<file path="src/rtl/eco_equiv_sweeper.sv">
// Exhaustive on-chip equivalence sweeper for bitwise ECO netlists.
// Walks every (a,b) pair, samples y after a settle delay and checks it against NOR(a,b).
module eco_equiv_sweeper #(
   parameter int W        = 3,
   parameter int RESP_LAT = 0
) (
   input  logic           clk,
   input  logic           rst_n,
   input  logic           start,
   input  logic           abort,
   output logic [W-1:0]   stim_a,
   output logic [W-1:0]   stim_b,
   input  logic [W-1:0]   resp_y,
   output logic           busy,
   output logic           done,
   output logic           pass,
   output logic [2*W:0]   mismatch_cnt,
   output logic [W-1:0]   first_fail_a,
   output logic [W-1:0]   first_fail_b,
   output logic [W-1:0]   first_fail_y,
   output logic           fail_seen
);

   localparam int VW = 2 * W;

   typedef enum logic [2:0] {
      S_IDLE,
      S_DRIVE,
      S_WAIT,
      S_CHECK,
      S_DONE
   } state_e;

   state_e         state_q;
   logic [VW-1:0]  v_q;
   logic [VW-1:0]  v_d;
   logic [3:0]     wcnt_q;
   logic [VW:0]    cnt_q;
   logic [VW:0]    cnt_d;
   logic [W-1:0]   ffa_q;
   logic [W-1:0]   ffb_q;
   logic [W-1:0]   ffy_q;
   logic           fseen_q;
   logic [W-1:0]   y_exp;
   logic           miss;
   logic           last;

   assign v_d   = v_q + 1'b1;
   assign cnt_d = cnt_q + 1'b1;
   assign y_exp = ~(stim_a | stim_b);
   assign miss  = (resp_y != y_exp);
   assign last  = &v_q;

   always_ff @(posedge clk or negedge rst_n) begin
      if (!rst_n) begin
         state_q <= S_IDLE;
         v_q     <= '0;
         wcnt_q  <= '0;
         cnt_q   <= '0;
         ffa_q   <= '0;
         ffb_q   <= '0;
         ffy_q   <= '0;
         fseen_q <= 1'b0;
      end else if (abort) begin
         // Partial results stay visible for post-mortem until the next start.
         state_q <= S_IDLE;
         v_q     <= '0;
         wcnt_q  <= '0;
      end else begin
         unique case (state_q)
            S_IDLE, S_DONE: begin
               if (start) begin
                  state_q <= S_DRIVE;
                  v_q     <= '0;
                  wcnt_q  <= '0;
                  cnt_q   <= '0;
                  ffa_q   <= '0;
                  ffb_q   <= '0;
                  ffy_q   <= '0;
                  fseen_q <= 1'b0;
               end
            end
            S_DRIVE: begin
               state_q <= (RESP_LAT > 0) ? S_WAIT : S_CHECK;
               wcnt_q  <= '0;
            end
            S_WAIT: begin
               if (wcnt_q == 4'(RESP_LAT - 1)) begin
                  state_q <= S_CHECK;
                  wcnt_q  <= '0;
               end else begin
                  wcnt_q <= wcnt_q + 1'b1;
               end
            end
            S_CHECK: begin
               if (miss) begin
                  cnt_q <= cnt_d;
                  if (!fseen_q) begin
                     ffa_q   <= stim_a;
                     ffb_q   <= stim_b;
                     ffy_q   <= resp_y;
                     fseen_q <= 1'b1;
                  end
               end
               if (last) begin
                  state_q <= S_DONE;
               end else begin
                  v_q     <= v_d;
                  state_q <= S_DRIVE;
               end
            end
            default: state_q <= S_IDLE;
         endcase
      end
   end

   // Stimulus comes straight from the vector index; a = upper half.
   assign stim_a       = v_q[VW-1:W];
   assign stim_b       = v_q[W-1:0];
   assign busy         = (state_q == S_DRIVE) || (state_q == S_WAIT) ||
                         (state_q == S_CHECK);
   assign done         = (state_q == S_DONE);
   assign pass         = done && (cnt_q == '0);
   assign mismatch_cnt = cnt_q;
   assign first_fail_a = ffa_q;
   assign first_fail_b = ffb_q;
   assign first_fail_y = ffy_q;
   assign fail_seen    = fseen_q;

endmodule
</file>
<file path="config.mk">
export PLATFORM = sky130hd
export DESIGN_NAME = eco_equiv_sweeper
export DESIGN_NICKNAME = d
export VERILOG_FILES = /design/src/rtl/eco_equiv_sweeper.sv
export SDC_FILE = /design/constraint.sdc
export NUM_CORES = 1
export LEC_CHECK = 0
export ABC_AREA = 0
export BUFFER_PORTS_ARGS = -buffer_cell sky130_fd_sc_hd__buf_4
export CAP_MARGIN = 20
export CORE_MARGIN = 2
export CORE_UTILIZATION = 45
export DETAILED_ROUTE_END_ITERATION = 12
export HOLD_SLACK_MARGIN = 0.1
export PLACE_DENSITY = 0.7
export SLEW_MARGIN = 20
export SYNTH_ARGS = -nofsm -noshare
export SYNTH_HDL_FRONTEND = slang
export SYNTH_SLANG_ARGS = --single-unit
</file>
<file path="constraint.sdc">
create_clock -name clk -period 2.1 [get_ports clk]
set_clock_uncertainty 0.1 [all_clocks]
set_input_delay 0.21 -clock clk [delete_from_list [all_inputs] [get_ports clk]]
set_output_delay 0.21 -clock clk [all_outputs]
set_load 0.005 [all_outputs]
</file>
==> flow_metrics.tcl, run 1 <==
set metrics [dict create \
    dr.first_iter.drc_count 92 \
    portBuffers 32 \
    path_cells "dlygate4sd3_1, buf_4, or3_1, nand4_2, o211a_1, a32o_1" \
    comb_power_share_pct 21.9 \
    via_per_inst 5.774 \
    synth-seq-cells 30 \
    critPathRequiredTime_ns 2.21 \
    drc 0 \
    synthArstFlopShare_pct 100.0 \
    synth_cells 163 \
    synth_flop_cell "dfrtp_1" \
    clock_power_share_pct 31.3 \
    postRouteAntennaNets 0 \
    post-route-period-util_pct 92.89 \
    die_w_um 65.18 \
    path_clk_slew_ns 0.06 \
    critPathCaptureType "flop" \
    cts_tree "done" \
    drv_slew 0 \
    synth_most_common_cell "dfrtp_1" \
    peakVddDrop_v 0.0003951 \
    hold_viol 0 \
    leakage_nw 0.9850 \
    internal_power_mw 1.021 \
    netlist_top_cells_count "dfrtp_1, inv_1, a32o_1" \
    ios 33 \
    fin_crit_ns 1.951 \
    synth.avg_cell_area_um2 10.33 \
    max_freq_ghz 0.5126 \
    synthTopCellsByArea "dfrtp_1, a32o_1, ha_1, inv_1, buf_2" \
    setup_violations 0 \
    syn-num-nets 174 \
    critPathMaxStageDelay_ns 0.54 \
    path_buf_inv 2 \
    post_cts_resize_count 0 \
    grt_pass1_wl_um 6541 \
    syn2layout_area_growth_pct 23.77 \
    die_h_um 65.18 \
    clkSinkCount 30 \
    hpwlAfterDp_um 2754 \
    grt_max_degree 31 \
    whs_ns 0.1537 \
    cts_buffers 5 \
    netlist.top_cell.by_area "dfrtp_1" \
    postRouteWirelength_um 3863 \
    synth.distinct_cells 47 \
    sequentialPowerShare_pct 46.8 \
    p_sw_mw 0.4207 \
    start_util_pct 46.35 \
    rsz0062_at_grt "false" \
    hold_buffers 5 \
    critPathLaunchType "input pin" \
    die-area_um2 4248 \
    synth-edff-count 0 \
    gp_congestion 0.8042 \
    outcome "complete, no violations" \
    synth_seq_area_share_pct 44.58 \
    firstDrtPassIters 4 \
    reg2reg_slack_ns 0.18 \
    root_buffer "clkbuf_8" \
    placementRows 22 \
    grt-ovfl-total 0 \
    p_per_area_nw_per_um2 691.8 \
    vias 1432 \
    worstMarginPinSlew_ns 0.3766 \
    max-cap-violations 0 \
    synth_top_area_share_pct 44.58 \
    sw_frac_of_total_pct 29.18 \
    wl_per_cell_um 15.58 \
    crit_fanout 11 \
    antenna_found_initial 0 \
    min_path_type "input pin to flop" \
    syn_area_um2 1684 \
    critical_path.top_delay_family "buffers and inverters" \
    fin_setup_tns_ns 0 \
    cpMaxStageDelayCell "dlygate4sd3_1" \
    cts_buffer_depth 2 \
    nNetsFinal 212 \
    antennaDiodeCount 0 \
    worstSetupPathType "input pin to flop" \
    synth_warnings 0 \
    coreArea_um2 3633 \
    relSlewSlack_pct 74.89 \
    drive_gt1_share_pct 26.00 \
    h-tree-depth 2 \
    grt_pass1_vias 1363 \
    clk_latency_ns 0.28 \
    cts_setup_buffers 0 \
    arrival_ns 2.06 \
    grt_use_total_pct 20.04 \
]
-- cell usage in the layout (no fill, tap or decap), types with 2 or more instances in the layout --
master | synthesis | final
buf_4 | 0 | 36
dfrtp_1 | 30 | 30
inv_1 | 13 | 13
a32o_1 | 10 | 10
nor2_1 | 8 | 8
o21ai_0 | 8 | 8
nand3_1 | 8 | 8
clkbuf_8 | 0 | 6
nand2_1 | 5 | 5
a21oi_1 | 5 | 5
o21ai_1 | 5 | 5
dlygate4sd3_1 | 0 | 5
or3_1 | 4 | 4
nor3_1 | 4 | 4
o22ai_1 | 4 | 4
ha_1 | 4 | 4
and3_1 | 3 | 3
nor2b_1 | 3 | 3
xor2_1 | 3 | 3
o211a_1 | 3 | 3
nor4_1 | 2 | 2
mux2i_1 | 2 | 2
o2111ai_1 | 2 | 2
o221ai_1 | 2 | 2
a22o_1 | 2 | 2
-- sequential cells by signal (all words and copies together) (netlist names) --
name,flops
first_fail_y,3
v_q,6
fail_seen,1
first_fail_b,3
state_q,3
wcnt_q,4
first_fail_a,3
mismatch_cnt,7
-- power groups by stage --
stage / registers (mW) / logic, mW / clock network (mW)
after global routing: 0.681 / 0.350 / 0.496
final: 0.675 / 0.316 / 0.451
after detailed placement: 0.685 / 0.310 / 0
after global placement: 0.680 / 0.304 / 0
after CTS: 0.675 / 0.319 / 0.470
after floorplan: 0.661 / 0.213 / 0
-- stage by stage --
step | instances | setup WS [ns] | cell area, um2 | utilization (%) | total power [mW]
4_1_cts | 248 | 0.1698 | 2085 | 57.37 | 1.463
3_5_place_dp | 237 | 0.1781 | 1952 | 53.72 | 0.9946
6_report | 248 | 0.1493 | 2085 | 57.37 | 1.442
5_1_grt | 248 | 0.06889 | 2085 | 57.37 | 1.528
3_3_place_gp | 237 | 0.2569 | 1952 | 53.72 | 0.9834
2_1_floorplan | 163 | 0.3767 | 1684 | - | 0.8749
-- area by class of cell --
class	count	area [um2]
sequential	30	750.7
fill	347	1549
inverter	13	48.80
clock buffer	6	82.58
multi-input combinational	110	822.0
tap	48	60.06
timing repair buffer	41	320.3
-- path summary, 6_finish.rpt --
kind	start	end	depth (start not counted)
worst max register to register	v_q[0]	first_fail_b[0]	4
worst max-delay path	resp_y[1]	first_fail_b[0]	6
worst min register to register	wcnt_q[0]	wcnt_q[0]	1
worst min-delay path	start	state_q[2]	3
max in group asynchronous	rst_n	mismatch_cnt[3]	2
min in group asynchronous	rst_n	mismatch_cnt[6]	2
-- kinds of logic (layout without fill, tap and decap cells) --
group | count (synthesis) | count (layout) | synth area share, %
adder cells (fa/ha/maj) | 4 | 4 | 2.972
AND/OR/NAND/NOR | 47 | 47 | 16.57
multiplexers | 2 | 2 | 1.189
AO/OA/AOI/OAI | 53 | 53 | 26.00
XOR/XNOR | 4 | 4 | 2.081
flip-flops | 30 | 30 | 44.58
buffers and inverters | 23 | 60 | 6.612
-- worst min-delay path: stages --
cell and delay (ns):
buf_4 0.10, o22a_1 0.14, nor2_1 0.04
-- layer usage --
metal	vias up	part of all wire, %	wire length, um	global-route usage (%)
met5	-	0	0	0
met4	0	1.4	55	5.729
met1	697	47	1821	28.01
met2	38	47	1804	30.23
met3	5	4.7	180	5.993
li1	692	-	-	-
(Power assumes the default switching activity.)
==> run 2: changes to the inputs <==
--- a/config.mk
+++ b/config.mk
@@ -10,9 +10,11 @@
 export CAP_MARGIN = 20
 export CORE_MARGIN = 2
 export CORE_UTILIZATION = 45
+export CTS_CLUSTER_SIZE = 14
 export DETAILED_ROUTE_END_ITERATION = 12
 export HOLD_SLACK_MARGIN = 0.1
-export PLACE_DENSITY = 0.7
+export PLACE_DENSITY = 0.67
+export SKIP_CTS_REPAIR_TIMING = 1
 export SLEW_MARGIN = 20
 export SYNTH_ARGS = -nofsm -noshare
 export SYNTH_HDL_FRONTEND = slang
==> flow_metrics.tcl, run 2 (same netlist as run 1, synthesis figures left out) <==
set metrics [dict create \
    antennaDiodeCount 0 \
    portBuffers 32 \
    worstSetupPathType "input pin to flop" \
    cts_buffer_depth 2 \
    setup_ws_ns 0.1463 \
    grt_pass1_vias 1458 \
    grt_max_degree 31 \
    max-cap-violations 0 \
    critPathLaunchType "input pin" \
    p_per_area_nw_per_um2 695.5 \
    cts_buffers 5 \
    outcome "complete, no violations" \
    drc 0 \
    nNetsFinal 212 \
    postRouteWirelength_um 4157 \
    worstMarginPinSlew_ns 0.3860 \
    start_util_pct 46.35 \
    path_clk_slew_ns 0.06 \
    sw_frac_of_total_pct 29.60 \
    leakage_nw 0.9850 \
    clk_latency_ns 0.29 \
    dr.first_iter.drc_count 76 \
    pre_cts_ws_ns 0.1941 \
    grt_pass1_wl_um 6948 \
    relSlewSlack_pct 74.26 \
    ios 33 \
    vias 1459 \
    setup_violations 0 \
    post-place-cells 237 \
    final_common_cell "buf_4" \
    path_buf_inv 2 \
    syn2layout_area_growth_pct 23.77 \
    internal_power_mw 1.021 \
    via_per_inst 5.883 \
    path_cells "dlygate4sd3_1, buf_4, o21ai_0, nand4_2, o211a_1, a32o_1" \
    drv_slew 0 \
    crit_fanout 11 \
    multi_input_area_um2 822.0 \
    postRouteAntennaNets 0 \
    regArea_um2 750.7 \
    arrival_ns 2.02 \
    critPathCaptureType "flop" \
    p_sw_mw 0.4291 \
    rr_startpoint "v_q[0]" \
    die-area_um2 4248 \
    critical_path.top_delay_family "compound AO/OA/AOI/OAI gates" \
    h-tree-depth 2 \
    max_freq_ghz 0.5118 \
    die_h_um 65.18 \
    clock_power_share_pct 31.5 \
    clkSinkCount 30 \
    hold_viol 0 \
    wl_per_cell_um 16.76 \
    coreArea_um2 3633 \
    cts_tree "done" \
    antenna_found_initial 0 \
    fin_crit_ns 1.954 \
    gp_congestion 0.8841 \
    rsz0062_at_grt "false" \
    die_w_um 65.18 \
    utilization_pct 57.37 \
    min_path_type "input pin to flop" \
    sequentialPowerShare_pct 46.6 \
    root_buffer "clkbuf_8" \
    comb_power_share_pct 21.9 \
    critPathRequiredTime_ns 2.17 \
    cp-startpoint "resp_y[0]" \
    final_cells 248 \
    firstDrtPassIters 4 \
    peakVddDrop_v 0.0004880 \
    cpMaxStageDelayCell "dlygate4sd3_1" \
    largest_register_ffs 7 \
    fin_setup_tns_ns 0 \
    final_cell_mix "buf_4, dfrtp_1, inv_1, a32o_1" \
    whs_ns 0.1363 \
    grt_use_total_pct 21.64 \
    placementRows 22 \
    fill_cells 347 \
    hpwlAfterDp_um 2983 \
    drive_gt1_share_pct 26.00 \
    grt-ovfl-total 0 \
    reg2reg_slack_ns 0.17 \
    critPathMaxStageDelay_ns 0.54 \
    hold_start "start" \
    post-route-period-util_pct 93.04 \
]
-- run 2: cell counts in the layout (fill, tap and decap cells not counted) --
Identical to the previous run, type by type.
-- run 2: power groups by stage --
stage / combinational [mW] / sequential (mW) / clock (mW)
floorplan: 0.213 / 0.661 / 0
global placement: 0.305 / 0.680 / 0
detailed placement: 0.312 / 0.685 / 0
CTS: 0.313 / 0.675 / 0.464
global route: 0.360 / 0.682 / 0.491
finish: 0.318 / 0.676 / 0.456
-- run 2: metal layers --
metal | share of wire [%] | track usage [%] | up-vias
li1 | - | - | 693
met2 | 50 | 34.82 | 38
met1 | 44 | 28.29 | 723
met5 | 0 | 0 | -
met3 | 4.1 | 5.308 | 5
met4 | 1.6 | 8.073 | 0
-- run 2: final cells by class --
class | instances | area share (%)
flip-flops and latches | 30 | 36.01
well taps | 48 | 2.881
clock buffers | 6 | 3.962
inverters | 13 | 2.341
repair buffers | 41 | 15.37
multi-input cells | 110 | 39.44
-- run 2: worst reg2reg max path: stages (launching register included) --
cell and delay (ns):
dfrtp_1 0.45, o21ai_0 0.22, nand4_2 0.33, o211a_1 0.46, a32o_1 0.26
-- run 2: path summary, 6_finish.rpt --
path / endpoint / cells past startpoint
setup / recovery: first_fail_a[0] / 6
hold / removal: state_q[2] / 3
setup reg to reg: first_fail_a[0] / 4
hold reg to reg: wcnt_q[0] / 1
max in group asynchronous: first_fail_b[1] / 2
min in group asynchronous: state_q[2] / 2
-- run 2: through the flow --
step / power (mW) / cell area [um2]
2_1_floorplan: 0.8749 / 1684
3_3_place_gp: 0.9846 / 1952
3_5_place_dp: 0.9979 / 1952
4_1_cts: 1.452 / 2034
5_1_grt: 1.533 / 2085
6_report: 1.450 / 2085
==> run 3: changes to the inputs <==
--- a/config.mk
+++ b/config.mk
@@ -5,7 +5,7 @@
 export SDC_FILE = /design/constraint.sdc
 export NUM_CORES = 1
 export LEC_CHECK = 0
-export ABC_AREA = 0
+export ABC_AREA = 1
 export BUFFER_PORTS_ARGS = -buffer_cell sky130_fd_sc_hd__buf_4
 export CAP_MARGIN = 20
 export CORE_MARGIN = 2
==> flow_metrics.tcl, run 3 <==
set metrics [dict create \
    max_freq_ghz 0.5570 \
    grt_pass1_vias 1375 \
    ios 33 \
    fin_crit_ns 1.795 \
    final_common_cell "nand2_1" \
    largest_register_ffs 7 \
    min_path_type "input pin to flop" \
    setup_violations 0 \
    hpwlAfterDp_um 2505 \
    synthArstFlopShare_pct 100.0 \
    critPathRequiredTime_ns 1.79 \
    h-tree-depth 2 \
    arrival_ns 1.49 \
    synth_seq_area_share_pct 46.26 \
    syn_area_um2 1623 \
    path_clk_slew_ns 0.10 \
    crit_fanout 6 \
    via_per_inst 5.061 \
    postRouteAntennaNets 0 \
    cts_tree "done" \
    post-route-period-util_pct 85.49 \
    synth_most_common_cell "nand2_1" \
    critical_path.top_delay_family "simple AND/OR/NAND/NOR gates" \
    synth-seq-cells 30 \
    gp_congestion 0.8139 \
    synth_warnings 0 \
    wl_per_cell_um 11.65 \
    die_h_um 64.05 \
    critPathLaunchType "flop" \
    fin_setup_tns_ns 0 \
    cts_buffer_depth 2 \
    synth_top_area_share_pct 46.26 \
    grt_pass1_wl_um 6030 \
    critPathCaptureType "output port" \
    grt_use_total_pct 19.16 \
    drc 0 \
    antenna_found_initial 0 \
    rsz0062_at_grt "false" \
    clk_latency_ns 0.34 \
    clkSinkCount 30 \
    leakage_nw 1.067 \
    antennaDiodeCount 0 \
    nNetsFinal 259 \
    worstSetupPathType "flop to output port" \
    vias 1493 \
    die_w_um 64.05 \
    fill_cells 297 \
    worstMarginPinSlew_ns 0.3836 \
    drv_slew 0 \
    synth.avg_cell_area_um2 7.916 \
    die-area_um2 4102 \
    syn2layout_area_growth_pct 27.83 \
    path_buf_inv 1 \
    syn-num-nets 216 \
    firstDrtPassIters 4 \
    drive_gt1_share_pct 21.29 \
    synthTopCellsByArea "dfrtp_1, nand2_1, nand4_1, inv_1, nand3_1" \
    outcome "complete, no violations" \
    coreArea_um2 3390 \
    netlist.top_cell.by_area "dfrtp_1" \
    cpMaxStageDelayCell "dfrtp_1" \
    dr.first_iter.drc_count 58 \
    postRouteWirelength_um 3438 \
    grt_max_degree 31 \
    max-cap-violations 0 \
    synth_cells 205 \
    placementRows 21 \
    hold_viol 0 \
    synth.distinct_cells 25 \
    synth_flop_cell "dfrtp_1" \
    peakVddDrop_v 0.0005182 \
    portBuffers 32 \
    relSlewSlack_pct 74.42 \
    p_per_area_nw_per_um2 710.7 \
    grt-ovfl-total 0 \
    final_cell_mix "nand2_1, buf_4, dfrtp_1, inv_1, nand3_1" \
    cts_buffers 5 \
    root_buffer "clkbuf_4" \
    critPathMaxStageDelay_ns 0.47 \
    totalPowerFinal_mw 1.474 \
    path_cells "nor2_4, nand2_1, nor4_1, buf_4" \
    synth-edff-count 0 \
    netlist_top_cells_count "nand2_1, dfrtp_1, inv_1" \
    start_util_pct 47.88 \
    multi_input_area_um2 770.7 \
    regArea_um2 750.7 \
]
-- run 3: area by class of cell --
class                      instances  area share, %
multi-input combinational        150          37.15
sequential                        30          36.19
timing repair buffer              38          14.35
inverter                          23          4.162
clock inverter                     2          2.895
tap                               46          2.774
clock buffer                       6          2.473
-- run 3: metal layers --
layer / global-route usage [%] / vias up / routed length [um]
li1: - / 762 / -
met4: 6.793 / 0 / 38
met3: 5.810 / 4 / 158
met1: 24.29 / 695 / 1664
met5: 0 / - / 0
met2: 30.86 / 32 / 1576
-- run 3: per-stage QoR --
step	area, um2	utilization [%]	hold slack (ns)	setup WS (ns)	std cells
final	2074	61.20	0.1533	0.3046	295
after floorplan	1623	-	-0.1856	0.6446	205
after global placement	1913	56.44	0.06285	0.3994	282
after global routing	2074	61.20	0.1939	0.1234	295
after CTS	2024	59.73	-0.3202	0.2801	290
after detailed placement	1913	56.44	0.06213	0.3697	282
-- run 3: cell families (layout without fill, tap and decap cells) --
| group | after synthesis | after routing | share of synthesized area [%] |
|---|---|---|---|
| flip-flops | 30 | 30 | 46.26 |
| AND/OR/NAND/NOR | 119 | 119 | 34.23 |
| adder cells (fa/ha/maj) | 4 | 4 | 3.084 |
| XOR/XNOR | 6 | 6 | 3.239 |
| buffers and inverters | 25 | 69 | 6.245 |
| AO/OA/AOI/OAI | 21 | 21 | 6.939 |
-- run 3: worst register-to-register path, cell delays in order, from the launching register on --
cell and delay (ns):
dfrtp_1 0.47, nor2_4 0.20, nand2_1 0.12, a21oi_1 0.33
nand3_2 0.24, nand2_1 0.13, nand2_1 0.06
-- run 3: worst paths after layout --
| check | from | endpoint | slack (ns) | cells after the start |
|---|---|---|---|---|
| max | state_q[0] | pass | 0.30 | 4 |
| min | start | state_q[2] | 0.15 | 6 |
| max reg2reg | state_q[0] | first_fail_y[0] | 0.35 | 6 |
| min reg2reg | first_fail_y[2] | first_fail_y[2] | 0.38 | 2 |
| max in group asynchronous | rst_n | wcnt_q[3] | 1.39 | 2 |
| min in group asynchronous | rst_n | v_q[5] | 0.23 | 2 |
-- run 3: power breakdown --
group	switching (mW)	internal (mW)	total, mW
sequential	0.0401	0.610	0.650
combinational	0.116	0.0940	0.210
clock	0.211	0.403	0.615
